[config.mk]
export PLATFORM = sky130hd
export DESIGN_NAME = ase_tx_tid_scheduler
export DESIGN_NICKNAME = d
export VERILOG_FILES = /design/src/rtl/ase_pkg.sv /design/src/rtl/ase_rr_arbiter.sv /design/src/rtl/ase_tx_tid_scheduler.sv
export SDC_FILE = /design/constraint.sdc
export NUM_CORES = 1
export LEC_CHECK = 0
export ABC_AREA = 1
export CORE_MARGIN = 2
export CORE_UTILIZATION = 40
export CTS_CLUSTER_SIZE = 30
export DETAILED_ROUTE_END_ITERATION = 16
export HOLD_SLACK_MARGIN = 0.08
export PLACE_DENSITY = 0.62
export SYNTH_ARGS = -nofsm -noshare
export SYNTH_HDL_FRONTEND = slang
export SYNTH_HIERARCHICAL = 1
export SYNTH_SLANG_ARGS = --single-unit
export TNS_END_PERCENT = 5
[constraint.sdc]
create_clock -name clk -period 6.13 [get_ports clk]
set_input_delay 0.613 -clock clk [delete_from_list [all_inputs] [get_ports clk]]
set_output_delay 0.613 -clock clk [all_outputs]
set_load 0.005 [all_outputs]
[src/rtl/ase_pkg.sv]
// rtl/ase_pkg.sv - ASE TX/RX header types and the expected-response helper.
package ase_pkg;

  localparam int ASE_TID_WIDTH = 6;

  typedef enum logic [3:0] {
    ASE_WRLINE_I = 4'h0,
    ASE_WRLINE_M = 4'h1,
    ASE_WRPUSH_I = 4'h2,
    ASE_WRFENCE  = 4'h4,
    ASE_INTR     = 4'h6,
    ASE_RDLINE_I = 4'h8,
    ASE_RDLINE_S = 4'h9
  } ase_reqtype_t;

  typedef struct packed {
    ase_reqtype_t reqtype;
    logic [1:0]   len;
    logic [25:0]  addr;
    logic [15:0]  mdata;
  } TxHdr_t;

  typedef struct packed {
    logic [3:0]  resptype;
    logic [1:0]  cl_num;
    logic [15:0] mdata;
  } RxHdr_t;

  // Returns expected response count minus one: reads answer once per line.
  function automatic logic [1:0] ase_exp_rsp(TxHdr_t hdr);
    if (hdr.reqtype == ASE_RDLINE_I || hdr.reqtype == ASE_RDLINE_S)
      return hdr.len;
    return 2'd0;
  endfunction

endpackage

[src/rtl/ase_rr_arbiter.sv]
// rtl/ase_rr_arbiter.sv - round-robin arbiter with internal pointer.
module ase_rr_arbiter #(
  parameter int N = 4
) (
  input  logic                 clk,
  input  logic                 rst_n,
  input  logic [N-1:0]         req,
  input  logic                 advance,
  output logic [N-1:0]         gnt,
  output logic [$clog2(N)-1:0] gnt_idx
);

  localparam int IW = $clog2(N);

  logic [IW-1:0] ptr;
  logic [IW:0]   cand;
  logic [IW:0]   nxt;
  logic          found;

  // Scan from ptr upward with explicit wrap so N need not be a power of two.
  always_comb begin
    gnt     = '0;
    gnt_idx = '0;
    found   = 1'b0;
    cand    = '0;
    for (int i = 0; i < N; i++) begin
      cand = {1'b0, ptr} + (IW+1)'(i);
      if (cand >= (IW+1)'(N)) cand = cand - (IW+1)'(N);
      if (!found && req[cand[IW-1:0]]) begin
        found                = 1'b1;
        gnt[cand[IW-1:0]]    = 1'b1;
        gnt_idx              = cand[IW-1:0];
      end
    end
  end

  always_comb begin
    nxt = {1'b0, gnt_idx} + (IW+1)'(1);
    if (nxt >= (IW+1)'(N)) nxt = '0;
  end

  always_ff @(posedge clk or negedge rst_n) begin
    if (!rst_n)       ptr <= '0;
    else if (advance) ptr <= nxt[IW-1:0];
  end

endmodule

[src/rtl/ase_tx_tid_scheduler.sv]
// rtl/ase_tx_tid_scheduler.sv - shares the TX channel among requesters and tags
// each request with a TID from a free pool, retiring it when all responses return.
module ase_tx_tid_scheduler
  import ase_pkg::*;
#(
  parameter int NUM_REQ         = 4,
  parameter int MAX_OUTSTANDING = 64,
  parameter int TID_WIDTH       = $clog2(MAX_OUTSTANDING)
) (
  input  logic                       clk,
  input  logic                       rst_n,
  input  logic [NUM_REQ-1:0]         req_valid,
  input  TxHdr_t [NUM_REQ-1:0]       req_hdr,
  output logic [NUM_REQ-1:0]         req_ready,
  input  logic                       tx_almfull,
  output logic                       tx_valid,
  output TxHdr_t                     tx_hdr,
  output logic [TID_WIDTH-1:0]       tx_tid,
  output logic [$clog2(NUM_REQ)-1:0] tx_src,
  input  logic                       rsp_valid,
  input  RxHdr_t                     rsp_hdr,
  input  logic [TID_WIDTH-1:0]       rsp_tid,
  output logic [TID_WIDTH:0]         outstanding_cnt,
  output logic                       err_unknown_tid
);

  localparam int SW = $clog2(NUM_REQ);

  logic [MAX_OUTSTANDING-1:0] busy;
  logic [1:0]                 exp_cnt [MAX_OUTSTANDING];
  logic [TID_WIDTH-1:0]       free_tid;
  logic                       pool_avail;
  logic [NUM_REQ-1:0]         eligible;
  logic [NUM_REQ-1:0]         arb_req;
  logic [NUM_REQ-1:0]         gnt;
  logic [SW-1:0]              gnt_idx;
  TxHdr_t                     sel_hdr;
  logic                       accept;
  logic                       alloc;
  logic                       rsp_hit;
  logic                       rsp_done;
  logic                       unused_rsp_hdr;

  assign unused_rsp_hdr = ^rsp_hdr;

  always_comb begin
    free_tid = '0;
    for (int i = MAX_OUTSTANDING - 1; i >= 0; i--)
      if (!busy[i]) free_tid = TID_WIDTH'(i);
  end

  assign pool_avail = ~&busy;

  // Fences never take a TID, so they stay grantable with a full pool.
  always_comb begin
    eligible = '0;
    for (int r = 0; r < NUM_REQ; r++)
      eligible[r] = req_valid[r] & ~tx_almfull &
                    (pool_avail | (req_hdr[r].reqtype == ASE_WRFENCE));
  end

  assign arb_req = eligible & {NUM_REQ{rst_n}};

  ase_rr_arbiter #(.N(NUM_REQ)) u_arb (
    .clk     (clk),
    .rst_n   (rst_n),
    .req     (arb_req),
    .advance (accept),
    .gnt     (gnt),
    .gnt_idx (gnt_idx)
  );

  assign req_ready = gnt;
  assign accept    = |gnt;
  assign sel_hdr   = req_hdr[gnt_idx];
  assign alloc     = accept && (sel_hdr.reqtype != ASE_WRFENCE);
  assign rsp_hit   = rsp_valid && busy[rsp_tid];
  assign rsp_done  = rsp_hit && (exp_cnt[rsp_tid] == 2'd0);

  always_ff @(posedge clk or negedge rst_n) begin
    if (!rst_n) begin
      busy            <= '0;
      outstanding_cnt <= '0;
      tx_valid        <= 1'b0;
      tx_hdr          <= '0;
      tx_tid          <= '0;
      tx_src          <= '0;
      err_unknown_tid <= 1'b0;
    end else begin
      if (alloc)    busy[free_tid] <= 1'b1;
      if (rsp_done) busy[rsp_tid]  <= 1'b0;
      if (alloc && !rsp_done)      outstanding_cnt <= outstanding_cnt + 1'b1;
      else if (!alloc && rsp_done) outstanding_cnt <= outstanding_cnt - 1'b1;
      tx_valid <= accept;
      if (accept) begin
        tx_hdr <= sel_hdr;
        tx_tid <= alloc ? free_tid : '0;
        tx_src <= gnt_idx;
      end
      err_unknown_tid <= rsp_valid && !busy[rsp_tid];
    end
  end

  // Count RAM needs no reset: entries are only read while their busy bit is set.
  always_ff @(posedge clk) begin
    if (alloc) exp_cnt[free_tid] <= ase_exp_rsp(sel_hdr);
    if (rsp_hit && !rsp_done) exp_cnt[rsp_tid] <= exp_cnt[rsp_tid] - 2'd1;
  end

endmodule
==> results_dict.tcl, run 1 <==
set metrics [dict create \
    final_area_sq_mm 0.0202 \
    slew_violations 0 \
    die_x_um 203 \
    ys_seq_area_frac 0.451 \
    rows 72 \
    grt_pass1_vias 15800 \
    power.total_mw 13.8 \
    clk_pin_slew_ns 0.06 \
    portBuffers 274 \
    ys.flop_type "dfrtp_1" \
    rsz0062_at_grt "no" \
    netlist_area_sq_mm 0.0158 \
    ys_types 45 \
    hpwl_mm 40.9 \
    synth_common_cells "496 x nand2_1, 401 x nor2_1, 253 x inv_1" \
    start_util 0.406 \
    finalCritPeriodShare 0.883 \
    cts_root_buf "clkbuf_16" \
    tightest_slew_ns 1.10 \
    synth_seq_cells 259 \
    met3WireLength_mm 4.84 \
    grt_usage 0.280 \
    clk_latency_ns 0.56 \
    worst_setup_path_end_kind "register" \
    ys_warn_count 6 \
    skew_ns 0.00880 \
    cts.sinks 259 \
    synthCells 2177 \
    slew_headroom 0.269 \
    firstDrtPassIters 5 \
    grt_overflow 0 \
    clockBufferDepth 3 \
    hp-class "input port to async pin" \
    cts_buffers 30 \
    num_io_pins 297 \
    fin_crit_ns 5.41 \
    critPathRequiredTime_ns 6.57 \
    drive_gt1_frac 0.0556 \
    detail_route.drc_violations 0 \
    vias 16000 \
    crit_path_max_fanout 8 \
    fillerInstances 3739 \
    top_layer "met5" \
    core-area_sq_mm 0.0388 \
    postRouteAntennaNets 0 \
    grt_pass1_wl_mm 89.2 \
    synth_top_cell_by_area "edfxtp_1" \
    async_reset_ff_frac 0.506 \
    m1WireLength_mm 23.3 \
    p_leak_nw 8.52 \
    slowest_stage "dfrtp_1" \
    diodes 0 \
    place_congestion 0.920 \
    yosysTopAreaCellShare 0.244 \
    h-tree-depth 1 \
    via_per_inst 5.40 \
    antenna_found_initial 2 \
    die_height_um 203 \
    path_buf_inv 9 \
    start_kind "register" \
    vdd.ir_drop.worst_mv 0.643 \
    synth_area_leaders "edfxtp_1 24%, dfrtp_1 21%, nand2_1 12%" \
    routedWlPerCell_um 19.7 \
    setup_tns_ns 0 \
    syn_area_per_cell_sq_um 7.25 \
    postPlaceCellArea_sq_mm 0.0192 \
    critical-path-max-stage-delay_ns 0.36 \
    setup_viol 0 \
    crit_top_cell "nor2_1" \
    grt_start_max_net_pins 89 \
    fin_nets 2663 \
    crit_family "simple AND/OR/NAND/NOR gates" \
    area.growth.synth_to_final_pct 27.8 \
    powerDensity_mw_per_mm2 682 \
    worst-path-stages 38 \
    yosysMostFrequentCell "nand2_1" \
    synth_fp_nets 2420 \
    drt_wl_total_mm 58.4 \
    dr.first_iter.drc_count 1430 \
    path_class "register to register" \
    synth_edf_count 128 \
    rr_worst_depth 38 \
    max_cap_violations 0 \
    cp.arrival_ns 5.86 \
    wl_met2_mm 27.9 \
    status "finished, final reports clean" \
    final_util 0.520 \
    dieArea_sq_mm 0.0411 \
    fmax_ghz 0.185 \
    cts_tree "yes" \
    finalHoldViolCount 0 \
]
-- layer usage --
metal | GRT usage | vias to the layer above
li1 | - | 7718
met1 | 0.353 | 7431
met2 | 0.475 | 692
met3 | 0.0525 | 146
met4 | 0.113 | 2
met5 | 0 | -
-- repair_timing --
item                                    CTS  global route
hold buffers                              0             0
buffers inserted                          0             1
gates resized for setup                   0             6
endpoints found under the setup margin    0             2
-- sequential cells by signal, indices dropped and copies added (netlist names) --
name	flops
busy	64
outstanding_cnt	7
tx_valid	1
exp_cnt	128
u_arb/ptr	2
tx_tid	6
tx_src	2
tx_hdr	48
err_unknown_tid	1
-- path summary, 6_finish.rpt --
kind | slack [ns] | endpoint | startpoint
worst max-delay path | 0.72 | outstanding_cnt[6] | busy[61]
worst min-delay path | 0.35 | u_arb/ptr[1] | rst_n
worst max register to register | 0.72 | outstanding_cnt[6] | busy[61]
worst min register to register | 0.48 | tx_hdr[17] | tx_hdr[17]
max in group asynchronous | 4.44 | outstanding_cnt[3] | rst_n
min in group clk | 0.48 | tx_hdr[17] | tx_hdr[17]
-- kinds of logic (layout without fill, tap and decap cells) --
kind of cell | after synthesis | in the layout | synth area share
buf+inv | 376 | 643 | 0.0916
fa+ha+maj | 15 | 15 | 0.0124
xor+xnor | 2 | 2 | 0.00111
compound gates | 475 | 475 | 0.172
flops | 259 | 259 | 0.451
simple gates | 1050 | 1050 | 0.272
-- cells in the final DEF (no fill, tap or decap), drive strengths merged, types with 44 or more instances in the layout --
| cell | Yosys | routed |
|---|---|---|
| edfxtp | 128 | 128 |
| dfrtp | 131 | 131 |
| buf | 24 | 54 |
| a21oi | 78 | 78 |
| clkdlybuf4s50 | 0 | 273 |
| nand4 | 44 | 44 |
| nand3 | 54 | 54 |
| o22ai | 80 | 80 |
| nor2 | 406 | 406 |
| inv | 257 | 257 |
| o21ai | 237 | 237 |
| nand2 | 506 | 506 |
-- final cells by class --
type | instances | area (sq um) | area share
inverters | 260 | 980 | 0.0486
clock inverters | 15 | 141 | 0.00701
well taps | 518 | 648 | 0.0321
repair buffers | 327 | 3170 | 0.157
clock buffers | 41 | 843 | 0.0418
flip-flops and latches | 259 | 7120 | 0.353
multi-input cells | 1542 | 7270 | 0.361
-- power breakdown --
group / internal [mW] / switching, mW
registers: 2.61 / 0.264
clock network: 1.08 / 0.729
logic: 2.69 / 6.39
total: 6.38 / 7.38
-- stage by stage --
step	hold slack (ns)	worst slack (ns)	std cells
6_report	0.346	0.717	2962
5_1_grt	0.402	0.0209	2962
4_1_cts	0.368	0.435	2961
3_5_place_dp	0.465	0.448	2905
3_3_place_gp	0.461	0.467	2905
2_1_floorplan	0.317	0.714	2177
No activity file was read; power rests on OpenSTA's default activity.
==> run 2, diff against run 1 <==
--- a/config.mk
+++ b/config.mk
@@ -6,8 +6,10 @@
 export NUM_CORES = 1
 export LEC_CHECK = 0
 export ABC_AREA = 1
+export CORE_ASPECT_RATIO = 0.8
 export CORE_MARGIN = 2
 export CORE_UTILIZATION = 40
+export CTS_CLUSTER_DIAMETER = 100
 export CTS_CLUSTER_SIZE = 30
 export DETAILED_ROUTE_END_ITERATION = 16
 export HOLD_SLACK_MARGIN = 0.08
==> run 2 against run 1 <==
Register-to-register slack worse by 0.08 ns. Non-clock buffer count up 4. Via count up 1.8%. Design area down 2.0%. Global-route usage up 0.77 points. Cell count down 0.34%. Maximum frequency down 1.5%. Routed wire length up 2.1%. Clock power down 37%. Die area about the same. First-iteration DRC count up 24%. Setup slack worse by 0.082 ns. Critical endpoint is now exp_cnt[37][0]. Largest cell class unchanged. Largest power group unchanged. Highest routed layer unchanged.
==> results_dict.tcl, run 2 (synthesis results as in run 1) <==
set metrics [dict create \
    status "finished, final reports clean" \
    cts.sinks 259 \
    top_register "exp_cnt" \
    clockBufferDepth 3 \
    setup_viol 0 \
    drive_gt1_frac 0.0522 \
    routedWlPerCell_um 20.2 \
    detail_route.drc_violations 0 \
    dieArea_sq_mm 0.0411 \
    hp-class "input port to async pin" \
    r2r_slack_ns 0.64 \
    path_buf_inv 9 \
    cts_buffers 14 \
    area.growth.synth_to_final_pct 25.3 \
    cts_tree "yes" \
    grt_overflow 0 \
    grt_pass1_wl_mm 90.8 \
    diodes 0 \
    firstDrtPassIters 6 \
    final_common_cell "nand2_1" \
    grt_pass1_vias 15500 \
    largest_reg_flops 128 \
    setup_tns_ns 0 \
    finalCritPeriodShare 0.896 \
    grt_start_max_net_pins 71 \
    path_class "register to register" \
    layout_common_cells "495 x nand2_1, 397 x nor2_1, 273 x clkdlybuf4s50_1" \
    slowest_stage "dfrtp_1" \
    slew_violations 0 \
    worst_setup_path_end_kind "register" \
    finalNonFillerCells 2952 \
    postRouteAntennaNets 0 \
    hold_buffers 0 \
    vdd.ir_drop.worst_mv 0.585 \
    start_util 0.403 \
    skew_ns 0.0330 \
    start_kind "register" \
    drt_wl_total_mm 59.7 \
    die_height_um 182 \
    critical-path-max-stage-delay_ns 0.38 \
    max_cap_violations 0 \
    crit_top_cell "inv_1" \
    portBuffers 274 \
    tightest_slew_ns 1.09 \
    rows 65 \
    crit_path_max_fanout 13 \
    finalHoldViolCount 0 \
    grt_usage 0.288 \
    fmax_ghz 0.182 \
    vias 16300 \
    die_x_um 226 \
    place_inst 2927 \
    fin_nets 2651 \
    via_per_inst 5.52 \
    crit_family "simple AND/OR/NAND/NOR gates" \
    cp.arrival_ns 5.73 \
    h-tree-depth 1 \
    hpwl_mm 42.4 \
    slew_headroom 0.273 \
    antenna_found_initial 1 \
    clk_pin_slew_ns 0.12 \
    num_io_pins 297 \
    cts_root_buf "clkbuf_16" \
    fin_crit_ns 5.49 \
    rsz0062_at_grt "no" \
    critPathRequiredTime_ns 6.36 \
    clk_latency_ns 0.54 \
    dr.first_iter.drc_count 1772 \
    powerDensity_mw_per_mm2 670 \
    core-area_sq_mm 0.0392 \
    place_congestion 0.985 \
    fillerInstances 3885 \
    largestRegisters "exp_cnt: 128 flops, busy: 64 flops, tx_hdr: 48 flops" \
    p_leak_nw 8.31 \
]
-- run 2: changes by cell type in the layout (fill, tap and decap cells not counted), moves of 2 or more --
cell	before	now
nor3_1	19	21
clkbuf_16	31	15
nor2_2	3	5
nor2_1	400	397
clkbuf_1	7	2
inv_6	0	2
bufinv_16	3	0
clkbuf_8	3	0
nor3_2	6	4
buf_4	51	53
buf_12	2	4
clkinv_1	11	2
-- run 2: layout make-up --
| class | count | area (sq um) | share of cell area |
|---|---|---|---|
| timing repair buffer | 331 | 3220 | 0.163 |
| clock inverter | 6 | 76.3 | 0.00386 |
| sequential | 259 | 7120 | 0.360 |
| inverter | 260 | 982 | 0.0497 |
| tap | 536 | 671 | 0.0339 |
| multi-input combinational | 1542 | 7310 | 0.370 |
| clock buffer | 18 | 390 | 0.0197 |
-- run 2: worst register-to-register path: cells and delay by family, from the launching register on --
family,cells,cell delay [ns]
buffers and inverters,9,1.05
AND/OR/NAND/NOR,18,2.95
AO/OA/AOI/OAI,4,0.83
flip-flops,1,0.38
-- run 2: worst paths after layout --
check / startpoint / end / cells past startpoint
min reg2reg: tx_hdr[24] / tx_hdr[24] / 2
max reg2reg: busy[58] / exp_cnt[37][0] / 31
min: rst_n / tx_src[1] / 2
min in group clk: tx_hdr[24] / tx_hdr[24] / 2
max in group asynchronous: rst_n / tx_hdr[10] / 3
max: busy[58] / exp_cnt[37][0] / 31
-- run 2: per-layer routing --
layer,GRT usage,vias to the layer above,part of all wire
li1,-,7678,-
met1,0.419,7675,0.44
met2,0.426,781,0.43
met3,0.0516,148,0.091
met4,0.109,2,0.042
met5,0,-,0.00030
-- run 2: what timing repair did --
| action | 4_1_cts | 5_1_grt |
|---|---|---|
| gates resized for setup | 1 | 16 |
| pin swaps | 0 | 0 |
| buffers inserted | 0 | 1 |
| setup endpoints to repair | 1 | 109 |
-- run 2: power by group --
part	internal [mW]	switching (mW)	total, mW	leakage [nW]
clock network	0.483	0.653	1.14	0.224
registers	2.60	0.297	2.90	2.56
logic	2.73	6.48	9.21	5.52
total	5.82	7.43	13.2	8.31
-- run 2: through the flow --
stage / setup WS, ns / hold WS, ns / area [sq um] / total power, mW / util
2_1_floorplan: 0.714 / 0.317 / 15800 / 8.77 / -
3_3_place_gp: 0.151 / 0.464 / 19200 / 11.7 / 0.490
3_5_place_dp: 0.0260 / 0.466 / 19200 / 11.8 / 0.490
4_1_cts: 0.130 / 0.302 / 19700 / 13.0 / 0.502
5_1_grt: 0.0579 / 0.331 / 19800 / 14.4 / 0.505
6_report: 0.635 / 0.269 / 19800 / 13.2 / 0.505
